`src/rtl/pll_seq_pkg.sv`:
```
// Shared types and helpers for the PLL reset sequencer.
package pll_seq_pkg;

    typedef enum logic [1:0] {
        PLL_RESET = 2'd0,
        WAIT_LOCK = 2'd1,
        RELEASE   = 2'd2,
        RUN       = 2'd3
    } seqState_t;

    // Bit positions of the domain resets, in release order.
    localparam int DOM_MEM     = 0;
    localparam int DOM_REGS    = 1;
    localparam int DOM_CPUUNIT = 2;
    localparam int DOM_COPRO   = 3;

    // Increment that sticks at 255 instead of wrapping.
    function automatic logic [7:0] satInc8(input logic [7:0] v);
        return (v == 8'hFF) ? v : v + 8'd1;
    endfunction

endpackage

```
`src/rtl/lock_sync_filter.sv`:
```
// Brings the asynchronous PLL LOCK into the clkin domain and qualifies it
// with a run of consecutive high cycles.
module lock_sync_filter #(
    parameter int LOCK_FILTER_CYCLES = 1024,
    parameter int CNT_W              = 17
) (
    input  logic clk,
    input  logic rstn,
    input  logic hold,
    input  logic enable,
    input  logic lockAsync,
    output logic lock_sync,
    output logic lock_stable
);

    localparam logic [CNT_W-1:0] FILT_LAST = CNT_W'(LOCK_FILTER_CYCLES - 1);

    logic             lockMeta;
    logic [CNT_W-1:0] filtCnt;

    // Two-flop synchroniser, flushed while the PLL is held in reset so a stale LOCK is never trusted.
    always_ff @(posedge clk) begin
        if (!rstn || hold) begin
            lockMeta  <= 1'b0;
            lock_sync <= 1'b0;
        end else begin
            lockMeta  <= lockAsync;
            lock_sync <= lockMeta;
        end
    end

    // Counts consecutive synchronised-high cycles; any low cycle or leaving the wait restarts it.
    always_ff @(posedge clk) begin
        if (!rstn || !enable || !lock_sync) begin
            filtCnt <= '0;
        end else if (filtCnt != FILT_LAST) begin
            filtCnt <= filtCnt + CNT_W'(1);
        end
    end

    // Asserted on the cycle whose clock edge completes the required run.
    assign lock_stable = enable && lock_sync && (filtCnt == FILT_LAST);

endmodule

```
`src/rtl/pll_reset_sequencer.sv`:
```
// PLL reset / lock supervisor: pulses the PLL reset, waits for a filtered
// lock, then releases MEMORY, REGISTERS, CPUUNIT, COPRO resets in order.
module pll_reset_sequencer
    import pll_seq_pkg::*;
#(
    parameter int PLL_RST_CYCLES     = 8,
    parameter int LOCK_FILTER_CYCLES = 1024,
    parameter int STAGE_GAP          = 16,
    parameter int LOCK_TIMEOUT       = 65536,
    parameter int CNT_W              = 17
) (
    input  logic       clkin,
    input  logic       rstn,
    input  logic       pll_locked,
    output logic       pll_rst,
    output logic       rst_mem_n,
    output logic       rst_regs_n,
    output logic       rst_cpuunit_n,
    output logic       rst_copro_n,
    output logic       sys_ready,
    output logic [7:0] lock_loss_count,
    output logic [7:0] retry_count
);

    localparam logic [CNT_W-1:0] RST_LAST     = CNT_W'(PLL_RST_CYCLES - 1);
    localparam logic [CNT_W-1:0] GAP_LAST     = CNT_W'(STAGE_GAP - 1);
    localparam logic [CNT_W-1:0] TIMEOUT_LAST = CNT_W'(LOCK_TIMEOUT - 1);
    localparam logic [1:0]       LAST_STAGE   = 2'(DOM_COPRO);

    seqState_t        state;
    logic [CNT_W-1:0] cycCnt;
    logic [1:0]       relStage;
    logic [3:0]       domRstN;
    logic             lockSync;
    logic             lockStable;
    logic             filtHold;
    logic             filtEnable;

    assign filtHold   = (state == PLL_RESET);
    assign filtEnable = (state == WAIT_LOCK);

    lock_sync_filter #(
        .LOCK_FILTER_CYCLES (LOCK_FILTER_CYCLES),
        .CNT_W              (CNT_W)
    ) uLockFilter (
        .clk         (clkin),
        .rstn        (rstn),
        .hold        (filtHold),
        .enable      (filtEnable),
        .lockAsync   (pll_locked),
        .lock_sync   (lockSync),
        .lock_stable (lockStable)
    );

    // Sequencer FSM; cycCnt is shared as PLL-reset length, lock timeout and release gap timer.
    always_ff @(posedge clkin) begin
        if (!rstn) begin
            state           <= PLL_RESET;
            cycCnt          <= '0;
            relStage        <= '0;
            domRstN         <= '0;
            pll_rst         <= 1'b1;
            sys_ready       <= 1'b0;
            lock_loss_count <= '0;
            retry_count     <= '0;
        end else if ((state == RELEASE || state == RUN) && !lockSync) begin
            // Lock dropped after release began: pull every domain back at once, keep the PLL running.
            state           <= WAIT_LOCK;
            cycCnt          <= '0;
            relStage        <= '0;
            domRstN         <= '0;
            sys_ready       <= 1'b0;
            lock_loss_count <= satInc8(lock_loss_count);
        end else begin
            case (state)
                PLL_RESET: begin
                    if (cycCnt == RST_LAST) begin
                        pll_rst <= 1'b0;
                        cycCnt  <= '0;
                        state   <= WAIT_LOCK;
                    end else begin
                        cycCnt <= cycCnt + CNT_W'(1);
                    end
                end
                WAIT_LOCK: begin
                    // Filter completion takes priority over a coincident timeout.
                    if (lockStable) begin
                        domRstN[DOM_MEM] <= 1'b1;
                        relStage         <= 2'(DOM_MEM);
                        cycCnt           <= '0;
                        state            <= RELEASE;
                    end else if (cycCnt == TIMEOUT_LAST) begin
                        retry_count <= satInc8(retry_count);
                        pll_rst     <= 1'b1;
                        cycCnt      <= '0;
                        state       <= PLL_RESET;
                    end else begin
                        cycCnt <= cycCnt + CNT_W'(1);
                    end
                end
                RELEASE: begin
                    if (cycCnt == GAP_LAST) begin
                        cycCnt <= '0;
                        if (relStage == LAST_STAGE) begin
                            sys_ready <= 1'b1;
                            state     <= RUN;
                        end else begin
                            // Thermometer shift keeps the release strictly in domain order.
                            relStage <= relStage + 2'd1;
                            domRstN  <= {domRstN[2:0], 1'b1};
                        end
                    end else begin
                        cycCnt <= cycCnt + CNT_W'(1);
                    end
                end
                RUN: begin
                    cycCnt <= cycCnt;
                end
                default: begin
                    state <= PLL_RESET;
                end
            endcase
        end
    end

    assign rst_mem_n     = domRstN[DOM_MEM];
    assign rst_regs_n    = domRstN[DOM_REGS];
    assign rst_cpuunit_n = domRstN[DOM_CPUUNIT];
    assign rst_copro_n   = domRstN[DOM_COPRO];

endmodule

```
`config.mk`:
```
export PLATFORM = sky130hd
export DESIGN_NAME = pll_reset_sequencer
export DESIGN_NICKNAME = d
export VERILOG_FILES = /design/src/rtl/pll_seq_pkg.sv /design/src/rtl/lock_sync_filter.sv /design/src/rtl/pll_reset_sequencer.sv
export SDC_FILE = /design/constraint.sdc
export NUM_CORES = 1
export LEC_CHECK = 0
export BUFFER_PORTS_ARGS = -buffer_cell sky130_fd_sc_hd__buf_4
export CORE_MARGIN = 2
export CORE_UTILIZATION = 40
export DETAILED_ROUTE_END_ITERATION = 7
export GPL_TIMING_DRIVEN = 0
export PLACE_DENSITY = 0.54
export REMOVE_ABC_BUFFERS = 1
export SETUP_SLACK_MARGIN = 0.02
export SYNTH_ARGS = -nofsm -noshare
export SYNTH_HDL_FRONTEND = slang
export SYNTH_SLANG_ARGS = --single-unit
```
`constraint.sdc`:
```
create_clock -name clkin -period 3 [get_ports clkin]
set_input_delay 0 -clock clkin [delete_from_list [all_inputs] [get_ports clkin]]
set_output_delay 0 -clock clkin [all_outputs]
set_load 0.05 [all_outputs]
```
# Word level (Yosys, flattened, before mapping)
# Index checks and enable logic that the tools add are counted.
[totals] register_bits=62 in_bits=3 output_inout_bits=22 wordCells=95
[classes] n_addsub=5 eq_ne=23 mux=24 bitwise=6 reduce_logical=24
[ops] operator="$mux 17" count=4
[ops] operator="$pmux 17 s3" count=1
[ops] operator="$add 17x1->17 const B" count=2
[ops] operator="$reduce_and 5->1" count=4
[ops] operator="$eq 17x10->1 const B" count=1
[ops] operator="$eq 17x16->1 const B" count=1
[ops] operator="$eq 17x3->1 const B" count=1
[ops] operator="$eq 17x4->1 const B" count=1
[ops] operator="$ne 17x10->1 const B" count=1
[ops] operator="$add 8x1->8 const B" count=2
[ops] operator="$eq 8x8->1 const B" count=2
[ops] operator="$mux 2" count=8
[ops] operator="$ne 2x2->1 const B" count=5
[ops] operator="$mux 1" count=7
[ops] operator="$eq 2x2->1 const B" count=3
[ops] operator="$ne 3x1->1 const B" count=2
[ops] operator="$ne 3x3->1 const B" count=2
[ops] operator="$not 1->1" count=6
[ops] operator="$pmux 2 s3" count=1
[ops] operator="$reduce_and 3->1" count=2
[ops] operator="$logic_or 1x1->1" count=4
[ops] operator="$ne 2x1->1 const B" count=2
[ops] operator="$ne 4x4->1 const B" count=1
[ops] operator="$pmux 1 s2" count=2
[ops] operator="12 further kinds" count=17

# Logic depth before layout (Yosys ltp)
# Gate-level depths: netlist (run 1).
[logic_depth] depth_word=6 depth_mapped=14 ltp_nobuf=13

# By module
# Synthesis (run 1) repeated with hierarchy kept, for this count alone.
[unflattened] hier_cells=376 hier_area_um2=3326.9
[by_module_without_submodules] mod="pll_reset_sequencer" instances=1 cells_per_inst=262 area_each_um2=2363.5 seq_area_each_um2=860.8
[by_module_without_submodules] mod="lock_sync_filter" instances=1 cells_per_inst=114 area_each_um2=963.4 seq_area_each_um2=380.4

# Least setup slack after synthesis (run 1)
# OpenSTA, ideal clock, no wires.
[synth_path] kind="register to register" startpoint="register cycCnt[0]" endpoint="register retry_count[5]" setup_time_ns=0.115 arrival_time_ns=2.492 required_time_ns=2.885 setup_slack_ns=0.393 path_stages_with_launch=14 path_buffers=0 period_less_slack_ns=2.607 cell_sequence="dfxtp_1 -> ha_1 -> nand3_1 -> or3_1 -> nor2_1 -> and3_1 -> nand3_1 -> inv_1 -> ha_1 -> o21a_1 -> o211ai_1 -> nor3_1 -> xor2_1 -> and2_1"
[synth_via] elab_chain_len=2
[synth_lines] item="start, declared" line_no="pll_reset_sequencer.sv:31" rtl="logic [CNT_W-1:0] cycCnt;"
[synth_lines] item="start signal, assigned" line_no="pll_reset_sequencer.sv:82" rtl="cycCnt <= cycCnt + CNT_W'(1);"
[synth_lines] item="start signal, assigned" line_no="pll_reset_sequencer.sv:98" rtl="cycCnt <= cycCnt + CNT_W'(1);"
[synth_lines] item="start signal, assigned" line_no="pll_reset_sequencer.sv:113" rtl="cycCnt <= cycCnt + CNT_W'(1);"
[synth_lines] item="$eq 17x16->1" line_no="pll_reset_sequencer.sv:92" rtl="end else if (cycCnt == TIMEOUT_LAST) begin"
[synth_lines] item="$reduce_and 5->1 (no source line)"
[synth_lines] item="end signal, assigned" line_no="pll_reset_sequencer.sv:93" rtl="retry_count <= satInc8(retry_count);"
[synth_lines] item="end, declared" line_no="pll_reset_sequencer.sv:22" rtl="output logic [7:0] retry_count"
# No other way between the ends.
# A chain may end at the register's enable or synchronous reset.

# Worst setup path after layout (run 1)
[layout_path] startpoint="register cycCnt[1]" endpoint="register retry_count[3]"
# Same word-level chain as after synthesis.

==> key figures, run 1 <==
Outcome
  • Status: complete, no violations

Layout
  • Area delta synth->final: 17.30%
  • Finished Layout Cells: 513
  • Final Util: about half
  • Share of cells above drive strength 1: 16.06%
  • Nets: 421
  • Layout filler cell count: 768
  • Post-route cell area: 3750 sq um
  • Diodes inserted: 0

Power
  • Internal: 1.419 mW
  • Pwr/cell area: 507.7 nW/um^2
  • Power Total: 1.904 mW
  • NetSw: just under 0.5 mW
  • Logic gate share of total power: 11.6%
  • Clock power frac: 42.6%
  • Sw Ratio: 25.45%
  • Peak supply drop: approximately 0.26 mV
  • Seq pwr share: a little under half
  • P_leak: 1.357 nW

Setup path
  • Crit path launch: cycCnt[1]
  • R2R setup slack: 0.28 ns
  • Crit Path Class: reg2reg
  • Worst-path fanout max: 5
  • Reg2reg start: cycCnt[1]
  • Reg2Reg Depth: 12
  • Critical path endpoint category: flop
  • Crit path capture: retry_count[3]
  • RR Endpoint: retry_count[3]
  • Required time of the critical path: between 3 and 4 ns
  • CP arrival: roughly 3.0 ns
  • Critical path launch point type: flop

Clocking
  • Num Clock Sinks: 62
  • Worst-path clk slew: 0.07 ns
  • CTS tree: built
  • CTS Buf Count: 9
  • CTS Buffer Depth: 2
  • Root Buffer: clkbuf_8
  • Clock H-tree levels: 3
  • Worst-Skew Late Latency: around 0.34 ns

Drt
  • DR vias/cell: 5.427
  • DRC viols: 0
  • Via count: between 2,000 and 3,000
  • Antenna Nets Post-Route: 0
  • Avg WL per Cell: 13.66 microns
  • WL final: between 7000 and 8000 microns
  • Drt pass-1 iters: 4
  • Iter 0 DRT Violations: 142

GRT
  • Global-route wire length before repair: between 10,000 and 15,000 microns
  • Top Usage Layer GRT: met2
  • M3 GR Usage: 4.110%
  • GRT Total Usage: 17.34%
  • Gr ovfl total: 0
  • Met1 Track Usage GR: 21.48%
  • Largest net degree at the start of global routing: 25
  • Initial antenna violation count: 0
  • Met2 GRT Util: roughly 29%
  • Vias in the first global route: 2,713

STA
  • Final Skew: 0.009990 ns
  • Final Setup Violations: 0
  • Minimum clock period: 2.722 ns
  • RSZ-0062 raised after global routing: false
  • Max Fclk: 367.3 MHz
  • Final Max Slew Viols: 0
  • Period utilization: ~91%
  • Worst slew pin tran: 0.9051 ns
  • Final hold slack: 0.4464 ns
  • Setup total negative slack: 0 ns
  • Slew HR: 38.10%
  • Final worst slack: 0.2778 ns
  • Hold Fails Final Rpt: 0

Place
  • Port Buf Inserts: 24
  • Place WS: -0.8186 ns
  • HPWL after detailed placement: about 5000 microns
  • Gpl congestion: 0.7606
  • Total placed instance area: 3423 sq um
  • Inst Count DP: 493

Synth
  • Simple-gate share of the synthesized area: 29.35%
  • XOR/XNOR Fraction of Synth Area: under 10%
  • Synth unique cells: 48
  • Area share of fa/ha/maj cells after synthesis: around 4.7%
  • Top FF cell, synth: dfxtp_1
  • Ys async rst share: 0%
  • Post-Syn Area: approximately 3200 sq um
  • Cells after synthesis: 382
  • Syn avg cell area: 8.369 sq um
  • EDFF count, synth: 0
  • Count of state elements after synthesis: 62
  • Fraction of synthesized area in multiplexers: 1.879%
  • Synth Area in Compound Gates: between 10% and 20%
  • Seq/Total Area, Yosys: 38.83%
  • Synth Warn #: 0
  • Main combinational cell family by area after synthesis: simple AND/OR/NAND/NOR gates

Die
  • Initial core utilization: 41.37%
  • # IOs: 25
  • Die X: 93.40 microns
  • Area of the core: roughly 7700 sq um
  • Die Ht: 93.40 microns
  • Row count: 32
  • Die footprint: 8724 sq um

Job
  • Max-cap violations: 0

Hold path
  • Worst Hold Class: in2reg
sequential cells by signal (all words and copies together) (netlist names), 2 cells and up:
name                 count
uLockFilter.filtCnt     17
retry_count              8
lock_loss_count          8
state                    2
domRstN                  4
cycCnt                  17
relStage                 2
placed cells by master (no fill, tap or decap), types with 5 or more instances in the layout:
cell type,count
and3_1,11
nand3_1,34
xor2_1,10
mux2i_1,6
a31oi_1,7
clkbuf_8,10
dfxtp_1,59
a21oi_1,10
inv_1,11
ha_1,10
o31ai_1,6
nand4_1,12
nor4_1,9
or3_1,5
o22ai_1,7
and2_1,14
nand2_1,37
xnor2_1,15
nor2_1,30
o21ai_0,13
buf_4,25
o311ai_0,9
nor3_1,8
worst min path at each step:
stage,from,to,cells after the start
floorplan,rstn,pll_rst,1
global placement,pll_locked,uLockFilter.lockMeta,2
detailed placement,pll_locked,uLockFilter.lockMeta,2
CTS,pll_locked,uLockFilter.lockMeta,3
global route,pll_locked,uLockFilter.lockMeta,3
finish,pll_locked,uLockFilter.lockMeta,3
power groups by stage:
| stage | Sequential [mW] | Clock [mW] | Combinational [mW] |
|---|---|---|---|
| 6_report | 0.871 | 0.812 | 0.221 |
| 5_1_grt | 0.873 | 0.873 | 0.247 |
| 4_1_cts | 0.865 | 0.835 | 0.215 |
| 3_5_place_dp | 0.883 | 0 | 0.195 |
| 3_3_place_gp | 0.883 | 0 | 0.193 |
| 2_1_floorplan | 0.898 | 0 | 0.125 |
synth_stat cells, types with 2 or more instances:
cell | count | area share [%]
buf_4 | 2 | 0.47
a21boi_0 | 3 | 0.70
xor2_1 | 10 | 2.7
nand3_1 | 35 | 5.5
o211ai_1 | 3 | 0.70
o31ai_1 | 6 | 1.4
o22ai_1 | 7 | 1.4
clkbuf_1 | 6 | 0.70
nor2_1 | 32 | 3.8
a21oi_1 | 11 | 1.7
and2_1 | 14 | 2.7
nand4_1 | 12 | 2.3
o21ai_0 | 14 | 2.2
dfxtp_1 | 62 | 39
or2_2 | 2 | 0.39
mux2i_1 | 6 | 1.9
o311ai_0 | 9 | 2.5
nor3_1 | 9 | 1.4
xnor2_1 | 15 | 4.1
nand2b_1 | 2 | 0.39
buf_2 | 5 | 0.78
inv_1 | 11 | 1.3
nand2_1 | 38 | 4.5
a31oi_1 | 7 | 1.4
nor4_1 | 9 | 1.8
ha_1 | 12 | 4.7
inv_2 | 3 | 0.35
and3_1 | 11 | 2.2
o21bai_1 | 2 | 0.47
or3_1 | 6 | 1.2
what timing repair did:
action,CTS,global route
pin swaps,2,2
setup buffers,2,0
gates resized for setup,8,10
hold buffers,2,0
hold endpoints to repair,2,0
setup endpoints to repair,17,24
worst max-delay path: stages, from the launching register on:
cell and delay [ns]:
dfxtp_2 0.39, ha_4 0.17, nand3_2 0.10, or3_4 0.43, nor2_2 0.11, and3_1 0.17, nand3_1 0.11, inv_1 0.09
ha_2 0.20, o21a_1 0.14, o211ai_1 0.20, or3_1 0.40, a21boi_0 0.15
logic make-up (layout without fill, tap and decap cells):
logic type                 after synthesis  in the layout
DFF                                     62             62
muxes                                    6              6
buffers and inverters                   29             58
and+or+nand+nor                        180            180
xor gates and xnor gates                25             25
AOI/OAI and AO/OA                       68             68
adders and majority gates               12             12
layout make-up:
type	instances	area [sq um]	area share [%]
clock buffer	12	145.1	3.871
clock inverter	4	70.07	1.869
inverter	14	52.55	1.401
multi-input combinational	291	1879	50.12
sequential	62	1247	33.27
tap	102	127.6	3.403
timing repair buffer	28	227.7	6.073
per-layer routing:
| metal | up-vias | routed length, microns |
|---|---|---|
| met5 | - | 0 |
| met4 | 0 | 114 |
| met3 | 11 | 173 |
| met2 | 32 | 3318 |
| met1 | 1309 | 3404 |
| li1 | 1432 | - |
Note: power is estimated with default switching activity, not from simulation.
==> run 2: changes to the inputs <==
--- a/config.mk
+++ b/config.mk
@@ -7,4 +7,5 @@
 export LEC_CHECK = 0
 export BUFFER_PORTS_ARGS = -buffer_cell sky130_fd_sc_hd__buf_4
+export CAP_MARGIN = 20
 export CORE_MARGIN = 2
 export CORE_UTILIZATION = 40
==> constraint.sdc (replaced) <==
create_clock -name clkin -period 3 [get_ports clkin]
set_input_delay 0.3 -clock clkin [delete_from_list [all_inputs] [get_ports clkin]]
set_output_delay 0.3 -clock clkin [all_outputs]
set_load 0.05 [all_outputs]
==> key figures, run 2 (synthesized netlist as in run 1, its figures left out) <==
Hold path
  • Hold_sp: pll_locked
  • Hold EP: uLockFilter.lockMeta
  • WHS Path Cells: 2
  • Worst Hold Class: in2reg

GRT
  • Initial antenna violation count: 0
  • Vias in the first global route: 2,709
  • GRT Total Usage: 17.34%
  • Largest net degree at the start of global routing: 25
  • Global-route wire length before repair: about 12,000 microns
  • Gr ovfl total: 0

Power
  • Logic gate share of total power: about 12%
  • Pwr/cell area: 510.0 nW/um^2
  • NetSw: 0.4848 mW
  • Seq pwr share: 45.8%
  • Clock power frac: a little over two fifths
  • P_leak: 1.348 nW
  • Peak supply drop: 0.2637 mV
  • Power Total: 1.902 mW
  • Internal: 1.418 mW
  • Sw Ratio: approximately a quarter

Place
  • Gpl congestion: 0.7606
  • HPWL after detailed placement: 4880 microns
  • Port Buf Inserts: 24
  • Total placed instance area: between 3000 and 4000 sq um
  • Inst Count DP: 493

Setup path
  • Reg2Reg Depth: 12
  • Worst-path fanout max: 5
  • R2R setup slack: approximately 0.28 ns
  • CP arrival: 3.00 ns
  • Critical path endpoint category: flop
  • Reg2reg start: cycCnt[1]
  • Crit Path Class: reg2reg
  • Critical path launch point type: flop
  • RR Endpoint: retry_count[3]
  • Required time of the critical path: between 3 and 4 ns

Layout
  • Nets: 419
  • Area delta synth->final: 16.67%
  • Diodes inserted: 0
  • Most frequent cells in the layout: 59 x dfxtp_1, 37 x nand2_1, 34 x nand3_1
  • Finished Layout Cells: 511
  • Most common cell after layout, fill and taps aside: dfxtp_1
  • Post-route cell area: 3730 sq um
  • Share of cells above drive strength 1: 16.14%
  • Largest regs: cycCnt: 17 flops, uLockFilter.filtCnt: 17 flops

Clocking
  • CTS Buf Count: 9
  • Worst-Skew Late Latency: ~0.34 ns
  • Root Buffer: clkbuf_8
  • Num Clock Sinks: 62
  • Worst-path clk slew: about 0.070 ns
  • Clock H-tree levels: 3
  • CTS tree: built
  • CTS Buffer Depth: 2

Drt
  • Avg WL per Cell: 13.75 microns
  • WL final: roughly 7000 microns
  • Antenna Nets Post-Route: 0
  • DRC viols: 0
  • DR vias/cell: 5.432
  • Via count: 2,776
  • Drt pass-1 iters: 4
  • Iter 0 DRT Violations: 170

STA
  • RSZ-0062 raised after global routing: false
  • Hold Fails Final Rpt: 0
  • Final hold slack: 0.2035 ns
  • Period utilization: 90.61%
  • Minimum clock period: 2.718 ns
  • Final Max Slew Viols: 0
  • Final Skew: roughly 0.01 ns
  • Max Fclk: approximately 370 MHz
  • Worst slew pin tran: ~0.91 ns
  • Slew HR: 38.10%
  • Final Setup Violations: 0

Job
  • Max-cap violations: 0

Die
  • Row count: 32
  • Die Ht: roughly 93 microns
  • Initial core utilization: 41.37%
  • Area of the core: 7727 sq um
  • # IOs: 25
  • Die footprint: a little under 9000 sq um
  • Die X: 93.40 microns

Outcome
  • Status: complete, no violations
==> run 2: metrics by stage <==
step,setup slack (ns),utilization [%],setup TNS [ns]
global placement,-0.7966,44.30,-9.662
CTS,0.04405,47.80,0
global route,0.03486,48.27,0
finish,0.2818,48.27,0
floorplan,0.1473,-,0
detailed placement,-0.8186,44.30,-9.890
==> run 2: critical path, cell delays in order (launching register included) <==
cell	delay (ns)
dfxtp_2	0.39
ha_4	0.17
nand3_2	0.10
or3_4	0.43
nor2_2	0.11
and3_1	0.17
nand3_1	0.11
inv_1	0.09
ha_2	0.20
o21a_1	0.14
o211ai_1	0.20
or3_1	0.40
a21boi_0	0.15
==> run 2: per-layer routing <==
metal | share of wire (%) | vias up | wire (microns) | global-route usage (%)
met1 | 48 | 1302 | 3386 | 21.48
met2 | 47 | 36 | 3330 | 28.66
met5 | 0 | - | 0 | 0
met4 | 1.6 | 0 | 114 | 7.475
li1 | - | 1427 | - | -
met3 | 2.7 | 11 | 192 | 4.110
==> run 2: how the worst max path moves through the flow <==
stage | startpoint | to
after floorplan | cycCnt[0] | cycCnt[10]
after global placement | cycCnt[0] | cycCnt[11]
after global routing | cycCnt[0] | retry_count[5]
after detailed placement | cycCnt[0] | cycCnt[10]
final | cycCnt[1] | retry_count[3]
after CTS | cycCnt[1] | retry_count[3]
==> run 2: what timing repair did <==
item,in CTS,in global routing
pin swaps,2,2
resized for setup,8,10
hold endpoints to repair,0,0
hold buffers,0,0
endpoints found under the setup margin,17,24
buffers inserted,2,0
cloned,0,0
==> run 2: cell type report <==
cell class | count | area [sq um]
Timing Repair Buffer | 26 | 207.7
Inverter | 14 | 52.55
Multi-Input combinational cell | 291 | 1879
Clock buffer | 12 | 145.1
Tap cell | 102 | 127.6
Fill cell | 770 | 3998
Clock inverter | 4 | 70.07
Sequential cell | 62 | 1247
==> run 2: power groups by stage <==
| stage | Combinational (mW) | Sequential, mW | Clock, mW |
|---|---|---|---|
| 5_1_grt | 0.245 | 0.873 | 0.873 |
| 3_3_place_gp | 0.193 | 0.883 | 0 |
| 6_report | 0.219 | 0.871 | 0.812 |
| 2_1_floorplan | 0.125 | 0.898 | 0 |
| 4_1_cts | 0.213 | 0.865 | 0.835 |
| 3_5_place_dp | 0.195 | 0.883 | 0 |
==> run 3: changes to the inputs <==
CORE_MARGIN = default   (was 2)
==> key figures, run 3 (synthesized netlist as in run 1, its figures left out) <==
Setup path
  • Worst-path fanout max: 6
  • Critical path launch point type: flop
  • R2R setup slack: 0.30 ns
  • Crit-path cells: ha_4, nand3_2, or3_4, nor2_2, and3_1, nand3_1, inv_1, ha_4, o21a_1, o211ai_1, nor3_2, xor2_1, and2_1
  • Crit Path Class: reg2reg
  • Crit path buf inv count: 1
  • Critical path endpoint category: flop
  • Max incr delay on CP: 0.43 ns
  • Slowest-stage cell, CP: or3_4
  • Required time of the critical path: 3.24 ns
  • Crit path top cell by count: ha_4
  • CP arrival: 2.94 ns
  • Cell class contributing the biggest share of worst-path delay: simple AND/OR/NAND/NOR gates

Drt
  • Drt pass-1 iters: 4
  • DR vias/cell: 5.442
  • WL final: 7086 microns
  • Antenna Nets Post-Route: 0
  • DRC viols: 0
  • Avg WL per Cell: 13.87 microns
  • Via count: roughly 2,800
  • Iter 0 DRT Violations: 116

Layout
  • Most common cell after layout, fill and taps aside: dfxtp_1
  • Multi-input logic area: about 1900 sq um
  • Register area: between 1000 and 1500 sq um
  • Most frequent cells in the layout: 59 x dfxtp_1, 37 x nand2_1, 34 x nand3_1
  • Layout filler cell count: 780
  • Final Util: 47.98%
  • Post-route cell area: 3707 sq um
  • Largest regs: cycCnt: 17 flops, uLockFilter.filtCnt: 17 flops
  • Diodes inserted: 0
  • Area delta synth->final: 15.97%
  • Nets: between 400 and 500
  • Share of cells above drive strength 1: about 16%

Hold path
  • Worst Hold Class: in2reg

STA
  • Final worst slack: 0.2991 ns
  • Max Fclk: 370.3 MHz
  • Hold Fails Final Rpt: 0
  • Setup total negative slack: 0 ns
  • RSZ-0062 raised after global routing: false
  • Final Max Slew Viols: 0
  • Final Setup Violations: 0
  • Worst slew pin tran: slightly below 0.9 ns
  • Final Skew: roughly 0.011 ns
  • Period utilization: 90.03%
  • Minimum clock period: 2.701 ns
  • Slew HR: 39.39%

Place
  • Total placed instance area: 3423 sq um
  • Place WS: -0.8359 ns
  • Port Buf Inserts: 24
  • HPWL after detailed placement: ~4800 microns
  • Gpl congestion: 0.7812

Clocking
  • Num Clock Sinks: slightly above 60
  • CTS tree: built
  • Clock H-tree levels: 3
  • Worst-Skew Late Latency: 0.34 ns
  • Worst-path clk slew: about 0.07 ns
  • Root Buffer: clkbuf_8
  • # hold bufs at CTS: 0
  • CTS Buffer Depth: 2
  • CTS Buf Count: 9

Power
  • Pwr/cell area: 470.9 nW/um^2
  • Peak supply drop: about 0.24 mV
  • P_leak: between 1 and 1.5 nW

Outcome
  • Status: complete, no violations

Die
  • Row count: 32
  • Area of the core: 7727 sq um
  • Die Ht: 91.40 microns
  • Initial core utilization: between 40% and 50%
  • Die footprint: roughly 8400 sq um
  • Die X: 91.40 microns
  • # IOs: 25

GRT
  • Met1 Track Usage GR: 22.98%
  • Initial antenna violation count: 0
  • Vias in the first global route: ~2,600
  • Met2 GRT Util: between 20 and 30%
  • GRT Total Usage: 17.95%
  • Top Usage Layer GRT: met2
  • M3 GR Usage: 3.350%
  • Global-route wire length before repair: 12,100 microns
  • Gr ovfl total: 0
  • Largest net degree at the start of global routing: 25

Job
  • Max-cap violations: 0
-- run 3: cell count changes in the layout (fill, tap and decap cells not counted), sizes merged --
cell    delta
bufinv     -2
clkbuf     +2
buf        +1
clkinv     -1
-- run 3: final timing paths --
kind / from / cells past startpoint / to
setup / recovery: cycCnt[0] / 13 / retry_count[5]
hold / removal: pll_locked / 2 / uLockFilter.lockMeta
hold reg to reg: uLockFilter.lockMeta / 1 / uLockFilter.lock_sync
setup reg to reg: cycCnt[0] / 13 / retry_count[5]
-- run 3: per-stage QoR --
step / hold slack, ns / instances / power (mW)
after floorplan: 0.3619 / 367 / 1.023
after global placement: 0.4489 / 493 / 1.076
after detailed placement: 0.4510 / 493 / 1.078
after CTS: 0.1934 / 511 / 1.750
after global routing: 0.1965 / 511 / 1.829
final: 0.2076 / 511 / 1.746
-- run 3: what timing repair did --
item | 4_1_cts | 5_1_grt
gates resized for setup | 8 | 12
buffers inserted | 3 | 0
pin swaps | 1 | 3
setup endpoints to repair | 16 | 28
-- run 3: cell type report --
cell class | count | area share [%]
clock buffers | 14 | 4.387
flip-flops and latches | 62 | 33.72
multi-input cells | 291 | 51.10
repair buffers | 27 | 5.805
inverters | 14 | 1.417
clock inverters | 1 | 0.1350
well taps | 102 | 3.442
-- run 3: where the power goes --
group	leakage, nW	internal, mW	switching, mW
sequential	0.502	0.847	0.0269
clock	0.0865	0.340	0.307
combinational	0.744	0.0862	0.139
-- run 3: layer usage --
layer,wire length (microns),vias up
li1,-,1423
met1,3475,1303
met2,3285,44
met3,195,11
met4,131,0
met5,0,-
